`src/rtl/lcd_char_writer.sv`:
```
// HD44780 16x2 writer: power-up init, then continuous refresh of a 32-char index/char buffer.
// Define LCD_NONPRINT_FILTER_EN to replace captured characters outside 0x20..0x7E with a space.
module lcd_char_writer #(
   parameter int POWERUP_CYC = 750000,
   parameter int E_PULSE_CYC = 12,
   parameter int CMD_CYC     = 2500,
   parameter int CLR_CYC     = 100000,
   parameter int FETCH_LAT   = 2
) (
   input  logic       clk,
   input  logic       rst,
   input  logic [7:0] char_in,
   output logic [4:0] index,
   output logic       lcd_e,
   output logic       lcd_rs,
   output logic       lcd_rw,
   output logic [7:0] lcd_data,
   output logic       init_done,
   output logic       frame_done
);

   localparam int MAX_A   = (POWERUP_CYC > CLR_CYC) ? POWERUP_CYC : CLR_CYC;
   localparam int MAX_B   = (CMD_CYC > E_PULSE_CYC) ? CMD_CYC : E_PULSE_CYC;
   localparam int MAX_C   = (MAX_B > FETCH_LAT) ? MAX_B : FETCH_LAT;
   localparam int MAX_CYC = (MAX_A > MAX_C) ? MAX_A : MAX_C;
   localparam int CNT_W   = $clog2(MAX_CYC) + 1;

   typedef enum logic [2:0] {S_PWRUP, S_FETCH, S_SETUP, S_EHIGH, S_WAIT} state_t;

   state_t           r_state, w_state_next;
   logic [CNT_W-1:0] r_cnt;
   logic [CNT_W-1:0] w_dur;
   logic             w_last;
   logic [1:0]       r_init_ptr;
   logic             r_init_done;
   logic [5:0]       r_seq;          // refresh step: 0=0x80, 1..16 line 1, 17=0xC0, 18..33 line 2
   logic [5:0]       w_seq_next;
   logic             w_next_char;
   logic [4:0]       w_char_idx;
   logic [7:0]       w_cmd_next;
   logic [7:0]       w_char_f;
   logic [4:0]       r_index;
   logic [7:0]       r_data;
   logic             r_rs;
   logic             r_frame_done;
   logic             w_is_clear;

   function automatic logic [7:0] init_cmd(input logic [1:0] ptr);
      case (ptr)
         2'd0:    return 8'h38;
         2'd1:    return 8'h0C;
         2'd2:    return 8'h06;
         default: return 8'h01;
      endcase
   endfunction

`ifdef LCD_NONPRINT_FILTER_EN
   assign w_char_f = (char_in < 8'h20 || char_in > 8'h7E) ? 8'h20 : char_in;
`else
   assign w_char_f = char_in;
`endif

   assign w_is_clear  = !r_rs && (r_data == 8'h01);
   assign w_seq_next  = (r_seq == 6'd33) ? 6'd0 : r_seq + 6'd1;
   assign w_next_char = r_init_done && (w_seq_next != 6'd0) && (w_seq_next != 6'd17);
   assign w_char_idx  = (w_seq_next < 6'd17) ? w_seq_next[4:0] - 5'd1 : w_seq_next[4:0] - 5'd2;

   always_comb begin
      w_dur = CNT_W'(1);
      case (r_state)
         S_PWRUP: w_dur = CNT_W'(POWERUP_CYC);
         S_FETCH: w_dur = CNT_W'(FETCH_LAT);
         S_SETUP: w_dur = CNT_W'(1);
         S_EHIGH: w_dur = CNT_W'(E_PULSE_CYC);
         S_WAIT:  w_dur = w_is_clear ? CNT_W'(CLR_CYC) : CNT_W'(CMD_CYC);
         default: w_dur = CNT_W'(1);
      endcase
   end
   assign w_last = (r_cnt == w_dur - CNT_W'(1));

   always_comb begin
      if (r_state == S_PWRUP)
         w_cmd_next = init_cmd(2'd0);
      else if (!r_init_done)
         w_cmd_next = (r_init_ptr == 2'd3) ? 8'h80 : init_cmd(r_init_ptr + 2'd1);
      else
         w_cmd_next = (w_seq_next == 6'd17) ? 8'hC0 : 8'h80;
   end

   // State register; the counter restarts from zero on every state change.
   always_ff @(posedge clk or negedge rst) begin
      if (!rst) begin
         r_state <= S_PWRUP;
         r_cnt   <= '0;
      end else begin
         r_state <= w_state_next;
         r_cnt   <= (w_state_next != r_state) ? '0 : r_cnt + CNT_W'(1);
      end
   end

   always_comb begin
      w_state_next = r_state;
      case (r_state)
         S_PWRUP: if (w_last) w_state_next = S_SETUP;
         S_FETCH: if (w_last) w_state_next = S_SETUP;
         S_SETUP: if (w_last) w_state_next = S_EHIGH;
         S_EHIGH: if (w_last) w_state_next = S_WAIT;
         S_WAIT:  if (w_last) w_state_next = w_next_char ? S_FETCH : S_SETUP;
         default: w_state_next = S_PWRUP;
      endcase
   end

   always_ff @(posedge clk or negedge rst) begin
      if (!rst) begin
         r_init_ptr   <= '0;
         r_init_done  <= 1'b0;
         r_seq        <= '0;
         r_index      <= '0;
         r_data       <= '0;
         r_rs         <= 1'b0;
         r_frame_done <= 1'b0;
      end else begin
         r_frame_done <= 1'b0;
         if (w_state_next == S_SETUP && r_state != S_SETUP) begin
            if (r_state == S_FETCH) begin
               r_data <= w_char_f;
               r_rs   <= 1'b1;
            end else begin
               r_data <= w_cmd_next;
               r_rs   <= 1'b0;
            end
         end
         if (r_state == S_WAIT && w_last) begin
            if (!r_init_done) begin
               if (r_init_ptr == 2'd3) begin
                  r_init_done <= 1'b1;
                  r_seq       <= '0;
               end else begin
                  r_init_ptr  <= r_init_ptr + 2'd1;
               end
            end else begin
               r_seq        <= w_seq_next;
               r_frame_done <= (r_seq == 6'd33);
            end
            if (w_next_char)
               r_index <= w_char_idx;
         end
      end
   end

   always_comb begin
      lcd_e      = (r_state == S_EHIGH);
      lcd_rs     = r_rs;
      lcd_rw     = 1'b0;
      lcd_data   = r_data;
      index      = r_index;
      init_done  = r_init_done;
      frame_done = r_frame_done;
   end

endmodule

```
`config.mk`:
```
export PLATFORM = sky130hd
export DESIGN_NAME = lcd_char_writer
export DESIGN_NICKNAME = d
export VERILOG_FILES = /design/src/rtl/lcd_char_writer.sv
export SDC_FILE = /design/constraint.sdc
export NUM_CORES = 1
export LEC_CHECK = 0
export CORE_MARGIN = 3
export CORE_UTILIZATION = 40
export DETAILED_ROUTE_END_ITERATION = 8
export GPL_TIMING_DRIVEN = 0
export PLACE_DENSITY_LB_ADDON = 0.3
export SYNTH_ARGS = -nofsm -noshare
export SYNTH_HDL_FRONTEND = slang
export SYNTH_SLANG_ARGS = --single-unit
```
`constraint.sdc`:
```
create_clock -name clk -period 6 [get_ports clk]
set_input_delay 1.8 -clock clk [delete_from_list [all_inputs] [get_ports clk]]
set_output_delay 1.8 -clock clk [all_outputs]
set_load 0.005 [all_outputs]
```
# Yosys cells after proc, flatten, opt, wreduce, memory -nomap -nowiden
# Cells that the tools add are included.
[word_totals]
inputBits = 10
register_bits = 48
wordCells = 71
[op_classes]
n_reduce_logical = 14
n_lt_le_gt_ge = 1
n_mux = 24
n_bitwise = 2
addsub = 6
n_eq_ne = 15
[op_table]
columns = ["cell", "n"]
rows = [
  ["$pmux W20 S4", 1],
  ["$mux W8", 4],
  ["$add A21 B1 Y21 const B", 1],
  ["$eq A21 B21 Y1", 1],
  ["$mux W21", 1],
  ["$sub A21 B1 Y21 const B", 1],
  ["$mux W6", 3],
  ["$pmux W6 S3", 1],
  ["$mux W17", 1],
  ["$mux W3", 4],
  ["$pmux W3 S4", 1],
  ["$eq A3 B2 Y1 const B", 3],
  ["$eq A8 B1 Y1 const B", 1],
  ["$mux W7", 1],
  ["$add A6 B1 Y6 const B", 1],
  ["$eq A6 B5 Y1 const B", 1],
  ["$eq A6 B6 Y1 const B", 1],
  ["$lt A6 B5 Y1 const B", 1],
  ["$ne A6 B5 Y1 const B", 1],
  ["$reduce_bool A6 Y1", 1],
  ["$logic_and A1 B1 Y1", 5],
  ["$mux W1", 5],
  ["$mux W5", 1],
  ["$sub A5 B1 Y5 const B", 1],
  ["17 further kinds", 20],
]

# Depth between registers and ports, before layout
# Gate-level depths: netlist of run 1.
[depth]
word_depth = 10
depth_mapped = 11

# Worst setup path after synthesis of run 1
# Ideal clock, no wire load.
[synth_timing]
path_kind = "register to register"
startpoint = "register r_seq[0]"
endpoint = "register r_index[0], in the netlist index[0]"
arrival_ps = 2662
setup_ps = 125
path_stages_with_launch = 10
setup_slack_ps = 3213
path_cell_list = "dfrtp_1 -> ha_1 -> and4bb_2 -> a21oi_1 -> inv_1 -> ha_1 -> mux2_2 -> a21o_1 -> nor3_1 -> mux2_2"
[synth_between]
elab_chain_cells = 6
[synth_rtl]
columns = ["element", "line_no", "rtl"]
rows = [
  ["from (decl)", "36", "logic [5:0] r_seq;"],
  ["from (signal assigned)", "142", "r_seq <= w_seq_next;"],
  ["$add A6 B1 Y6 or $eq A6 B6 Y1 (tied branches)", "64", "assign w_seq_next = (r_seq == 6'd33) ? 6'd0 : r_seq + 6'd1;"],
  ["$mux W6 (*)", "64", ""],
  ["parallel branches: the longest is 4 deep, another holds $sub A5 B2 Y5", "--", ""],
  ["to (signal assigned)", "146", "r_index <= w_char_idx;"],
  ["to (decl)", "42", "logic [4:0] r_index;"],
]
# Every way passes the cells marked *.
# A chain may end at the register's enable or synchronous reset.

# Final worst setup path of run 1
[layout_timing]
startpoint = "register r_state[2]"
endpoint = "output port lcd_e"
[layout_between]
elab_chain_cells = 1
[layout_rtl]
columns = ["element", "line_no", "rtl"]
rows = [
  ["from (decl)", "30", "state_t r_state, w_state_next;"],
  ["from (signal assigned)", "96", "r_state <= w_state_next;"],
  ["$eq A3 B2 Y1", "152", "lcd_e = (r_state == S_EHIGH);"],
  ["to (decl)", "14", "output logic lcd_e,"],
]
# No other way between the ends.

==> results of run 1 <==
worst max-delay path: stages (launching register included):
cell and delay (ns):
dfrtp_1 0.43, and3b_1 0.28, clkdlybuf4s50_1 0.52
metrics by stage:
stage	hold slack, ns	setup WS (ns)	std cells	area [um2]
after global placement	0.490	1.66	475	3630
after CTS	0.518	2.66	484	3770
after detailed placement	0.496	2.70	476	3640
final	0.517	2.67	484	3770
after global routing	0.540	2.42	484	3770
after floorplan	0.505	3.21	347	3240
worst paths after layout:
path	endpoint	cells past startpoint	slack, ns
hold / removal	index[1]	1	0.52
hold reg to reg	index[1]	1	0.52
setup reg to reg	index[2]	9	2.70
setup / recovery	lcd_e	2	2.67
max in group asynchronous	index[3]	2	4.05
min in group asynchronous	r_cnt[13]	1	1.44
area by class of cell:
cell class                      count  area (um2)  area share
Inverter                           20        75.1      0.0199
Clock inverter                      1        30.0     0.00797
Multi-Input combinational cell    262        1880       0.500
Timing Repair Buffer               27         275      0.0730
Buffer                             17        80.1      0.0212
Clock buffer                        7        96.3      0.0256
Tap cell                          102         128      0.0339
Sequential cell                    48        1200       0.319
power breakdown:
group / internal [uW] / switching, uW / leakage (uW)
clock: 147 / 112 / 0.0000645
combinational: 6.49 / 7.50 / 0.000953
sequential: 323 / 0 / 0.000646
layer usage:
layer	track usage	wire, um	vias to the layer above
met2	0.289	3520	57
met3	0.0321	269	12
met4	0.0557	126	0
li1	-	-	1303
met5	0	0	-
met1	0.220	3370	1255
logic make-up after synthesis:
group / count (synthesis)
AND/OR/NAND/NOR: 135
AO/OA/AOI/OAI: 60
flip-flops: 48
buffers and inverters: 37
XOR/XNOR: 30
multiplexers: 23
adder cells (fa/ha/maj): 13
other: 1
flip-flops by register name (all words and copies together) (netlist names):
register / flops
lcd_data: 8
index: 5
r_seq: 6
init_done: 1
r_init_ptr: 2
lcd_rs: 1
frame_done: 1
r_cnt: 21
r_state: 3
cells in the final DEF, fill, tap and decap left out, types with 7 or more instances in the layout:
master           instances
nand2_1                 16
mux2_2                   9
xor2_1                  11
nor3_1                  10
inv_1                   20
xnor2_1                 19
nand4_1                  7
ha_1                    13
o21ai_0                 12
nand3_1                 20
clkbuf_1                11
mux2i_1                  8
nor4_1                   8
clkdlybuf4s50_1         25
clkbuf_8                 7
nor2_1                  37
dfrtp_1                 48
==> key figures, run 1 <==
Die
  – Core area: 7810 um2
  – Rows: 32
  – Die Span X: 96.0 um
  – Initial Util: 0.415
  – I/O Pins: 28
  – Die Y: 96.0 um
  – Die footprint: 9210 um2

Setup path
  – Setup crit start kind: register
  – Crit. Startpoint: r_state[2]
  – Worst Setup End Kind: output pin
  – RR Startpoint: r_seq[0]
  – CP Max Fanout: 6
  – Crit Path Class: register to output pin
  – Crit path arrival time: 1.53 ns
  – Required time worst endpoint: between 4 and 5 ns

Drt
  – DRC errors left: 0
  – Post-DR wirelength/cell: 15.1 um
  – Vias per inst: about 5.4
  – Post-route ant nets: 0
  – Initial DRC Count: 85
  – Initial DRT Pass Iterations: 4
  – Routed vias: 2627
  – Routed wire length: 7.29 mm

Clock tree
  – Clock sink total: 48
  – Clk buf depth: 2
  – PostCTS Resize Cnt: 0
  – Clock transition at path regs: 0.10 ns
  – # H-tree levels: 2
  – # Post-CTS Setup Buffers: 0
  – CTS tree: yes
  – Clock Latency Late Sink: about 0.31 ns
  – Clk root buf: clkbuf_8
  – Num CTS Buffers: 5
  – Hold Buf Count CTS: 0

Finish
  – Final nets: 404
  – Layout cells sized above 1: 0.115
  – Diodes inserted: 0
  – Fin util: 0.483
  – Fill cells: around 750
  – Syn-to-layout area delta: 16.3%

Job
  – Max Cap Violations: 0

Place
  – Final HPWL DP: about 5.5 mm
  – Port Buffers: 26
  – Routability cong.: about 0.85

Global route
  – First-pass GRT wire length: around 13 mm
  – Total GRT Usage: 0.171
  – Largest net degree at the start of global routing: 31
  – GRT overflow: 0
  – Antenna violations before repair: 0
  – Vias in the first global route: ~2.6k

Pwr
  – VDD IR-drop max: 0.0806 mV
  – P per Cell Area: 158 nW/um2
  – Overall power: 597 uW
  – Static Leak: 0.00166 uW

Timing
  – Measured slew at the worst slew-check pin: 0.846 ns
  – Max Slew Vio Count: 0
  – # setup viols final: 0
  – RSZ-0062 raised after global routing: no
  – Max transition margin: 0.432
  – Worst Clk Skew: 0.0145 ns
  – Final Critical Period: 3.33 ns
  – Final TNS setup: 0 ns
  – Period utilization: 0.555
  – Final hold vios: 0
  – Max Fclk: 300 MHz

Yosys
  – Adder-cell share of the synthesized area: 0.0502
  – Seq/Total Area, Yosys: 0.371
  – Count leader, synth: dfrtp_1
  – Synth async-reset ratio: 1.00
  – Synth Instances: around 350
  – Mux cell area share after synthesis: 0.0838
  – Largest family of logic cells by synthesized area: simple AND/OR/NAND/NOR gates
  – Warning count from the yosys run: 0
  – Dominant synthesized flop cell: dfrtp_1
  – Simple-gate share of the synthesized area: 0.226
  – Mapped cell area: 3240 um2
  – Synthesized area per cell: 9.34 um2
  – Post-synthesis compound-gate area fraction: 0.139
  – Main area contributors after synthesis: dfrtp_1 37%, xnor2_1 5.1%, ha_1 5.0%, nor2_1 4.3%, mux2_2 3.1%
  – Synth cell types: 62
  – Cell taking the most area after synthesis: dfrtp_1
  – Xor-xnor portion of the synthesized cell area: 0.0811
  – Post-synth top area share: 0.371
  – Post-synth EDFFs: 0
  – #FFs+latches synth: 48
  – Most common library cells after synthesis: 48 x dfrtp_1, 37 x nor2_1, 20 x inv_1, 20 x nand3_1, 19 x xnor2_1
  – Post-Synthesis Net Count: 370

Outcome
  – Status: finished, final reports clean

Min path
  – Hold Startpoint: index[1]
  – Worst min path class: register to register
(Power assumes the default switching activity.)
==> run 2, diff against run 1 <==
==> constraint.sdc (replaced) <==
create_clock -name clk -period 3 [get_ports clk]
set_input_delay 0.9 -clock clk [delete_from_list [all_inputs] [get_ports clk]]
set_output_delay 0.9 -clock clk [all_outputs]
set_load 0.005 [all_outputs]
==> run 2 against run 1 <==
Die area is the same; worst setup slack lost 2.5 ns; non-clock buffer count grew 2; wire length grew 2.0%; critical path depth grew 5; largest power group unchanged; flip-flop and latch count is the same; final cell count grew 0.41%; critical path type is now register to register.
==> key figures, run 2 (synthesized netlist as in run 1, its figures left out) <==
Outcome
  – Status: finished, final reports clean

Finish
  – Final nets: 406 (+0.50%)
  – Biggest register: r_cnt
  – Most frequent cells in the layout: 48 x dfrtp_1, 36 x nor2_1, 25 x clkdlybuf4s50_1, 20 x inv_1, 20 x nand3_1
  – Flip-flop count of the largest register after layout: 21 (unchanged)
  – Syn-to-layout area delta: 19.0%
  – Most common cell after layout, fill and taps aside: dfrtp_1
  – Finished Layout Cells: 486 (+0.41%)
  – Diodes inserted: 0 (unchanged)
  – Layout cells sized above 1: 0.141 (+0.0254)

Global route
  – Antenna violations before repair: 0 (unchanged)
  – Vias in the first global route: 2646 (+1.2%)
  – First-pass GRT wire length: 12.6 mm (+0.66%)
  – Total GRT Usage: 0.172 (+0.00118)
  – GRT overflow: 0 (unchanged)
  – Largest net degree at the start of global routing: 31 (unchanged)

Timing
  – Final worst slack: 0.121 ns (-2.55 ns)
  – Final hold vios: 0 (unchanged)
  – Final TNS setup: 0 ns (unchanged)
  – RSZ-0062 raised after global routing: no
  – # setup viols final: 0 (unchanged)
  – Final Critical Period: 2.88 ns
  – Max Slew Vio Count: 0 (unchanged)
  – Period utilization: 0.960
  – Worst Clk Skew: 0.0123 ns (-0.00214 ns)
  – Max Fclk: 347 MHz
  – Max transition margin: 0.555 (+0.124)
  – Measured slew at the worst slew-check pin: 0.664 ns (-0.182 ns)

Min path
  – Worst min path class: register to register

Setup path
  – Worst Setup End Kind: register
  – Crit path arrival time: 3.09 ns (+1.56 ns)
  – CP Max Fanout: 10 (+4)
  – CP Buf/Inv Count: 1 (unchanged)
  – Setup crit start kind: register
  – Crit path cell chain: nor4_4 -> nand3_2 -> o311ai_4 -> o211ai_1 -> clkbuf_1 -> nor4_4 -> mux2_2
  – CP top delay family: simple AND/OR/NAND/NOR gates
  – Required time worst endpoint: 3.21 ns (-0.99 ns)
  – Crit-path max cell delay: 0.44 ns (-0.08 ns)
  – CP max-delay cell: dfrtp_1
  – Cell mode on critical path: nor4_4
  – Crit Path Class: register to register

Die
  – Initial Util: 0.415 (unchanged)
  – Core area: 7810 um2 (unchanged)
  – I/O Pins: 28 (unchanged)
  – Die Span X: 96.0 um (unchanged)
  – Rows: 32 (unchanged)
  – Die Y: 96.0 um (unchanged)
  – Die footprint: 9210 um2 (unchanged)

Pwr
  – Static Leak: 0.00170 uW (+2.3%)
  – VDD IR-drop max: 0.165 mV (+100%)
  – P per Cell Area: 309 nW/um2 (+95%)
  – Overall power: 1190 uW (+100%)

Job
  – Max Cap Violations: 0 (unchanged)

Clock tree
  – Num CTS Buffers: 5 (unchanged)
  – Clock transition at path regs: 0.09 ns (about the same)
  – CTS tree: yes
  – # H-tree levels: 2 (unchanged)
  – Clk root buf: clkbuf_8
  – Clk buf depth: 2 (unchanged)
  – Clock sink total: 48 (unchanged)
  – Clock Latency Late Sink: 0.31 ns (about the same)

Place
  – Final HPWL DP: 5.53 mm (unchanged)
  – Placed instance count: 476 (unchanged)
  – Routability cong.: 0.855 (unchanged)
  – Post-place setup slack: -0.299 ns (-3.00 ns)
  – Port Buffers: 26 (unchanged)

Drt
  – Initial DRT Pass Iterations: 4 (unchanged)
  – DRC errors left: 0 (unchanged)
  – Post-DR wirelength/cell: 15.3 um (+1.6%)
  – Vias per inst: 5.48 (+0.99%)
  – Initial DRC Count: 132 (+55%)
  – Routed wire length: 7.44 mm (+2.0%)
  – Routed vias: 2664 (+1.4%)
  – Post-route ant nets: 0 (unchanged)
==> run 2: cell types whose count changed in the layout (fill, tap and decap cells not counted), sizes merged <==
cell,delta
buf,+2
==> run 2: worst reg2reg max path, delay by kind of cell, from the launching register on <==
family	cells	cell delay, ns
compound gates	2	0.63
flops	1	0.44
simple gates	3	1.01
buf+inv	1	0.33
mux	1	0.37
==> run 2: layout make-up <==
type / count / area (um2)
buffer: 17 / 81.3
clock buffer: 7 / 96.3
clock inverter: 1 / 30.0
fill: 734 / 3950
inverter: 20 / 75.1
multi-input combinational: 262 / 1940
sequential: 48 / 1200
tap: 102 / 128
timing repair buffer: 29 / 303
==> run 2: stage by stage <==
stage                util  cell area (um2)  hold WS, ns
CTS                 0.489             3820        0.518
finish              0.494             3860        0.514
detailed placement  0.467             3640        0.496
global route        0.494             3860        0.540
floorplan               -             3240        0.505
global placement    0.465             3630        0.490
==> run 2: repair_timing <==
item / CTS / global route
buffers inserted: 1 / 1
gates resized for setup: 5 / 7
setup endpoints to repair: 16 / 18
pin swaps: 1 / 0
hold buffers: 0 / 0
==> run 2: power breakdown <==
group / internal [uW] / leakage (uW) / total (uW) / switching, uW
Combinational: 13.0 / 0.000992 / 28.2 / 15.2
Clock: 294 / 0.0000645 / 519 / 224
Sequential: 646 / 0.000646 / 646 / 0
Total: 954 / 0.00170 / 1190 / 239
==> run 2: final timing paths <==
kind | startpoint | to | slack [ns] | cells after the start
max | lcd_data[4] | r_init_ptr[1] | 0.12 | 7
min | index[1] | index[1] | 0.51 | 1
max reg2reg | lcd_data[4] | r_init_ptr[1] | 0.12 | 7
min reg2reg | index[1] | index[1] | 0.51 | 1
max in group asynchronous | rst | index[3] | 1.95 | 2
min in group asynchronous | rst | r_cnt[10] | 0.53 | 1
==> run 2: routing by layer <==
layer | GRT usage | share of wire | vias up
li1 | - | - | 1311
met1 | 0.222 | 0.46 | 1284
met2 | 0.292 | 0.48 | 55
met3 | 0.0289 | 0.032 | 14
met4 | 0.0569 | 0.018 | 0
met5 | 0 | 0 | -
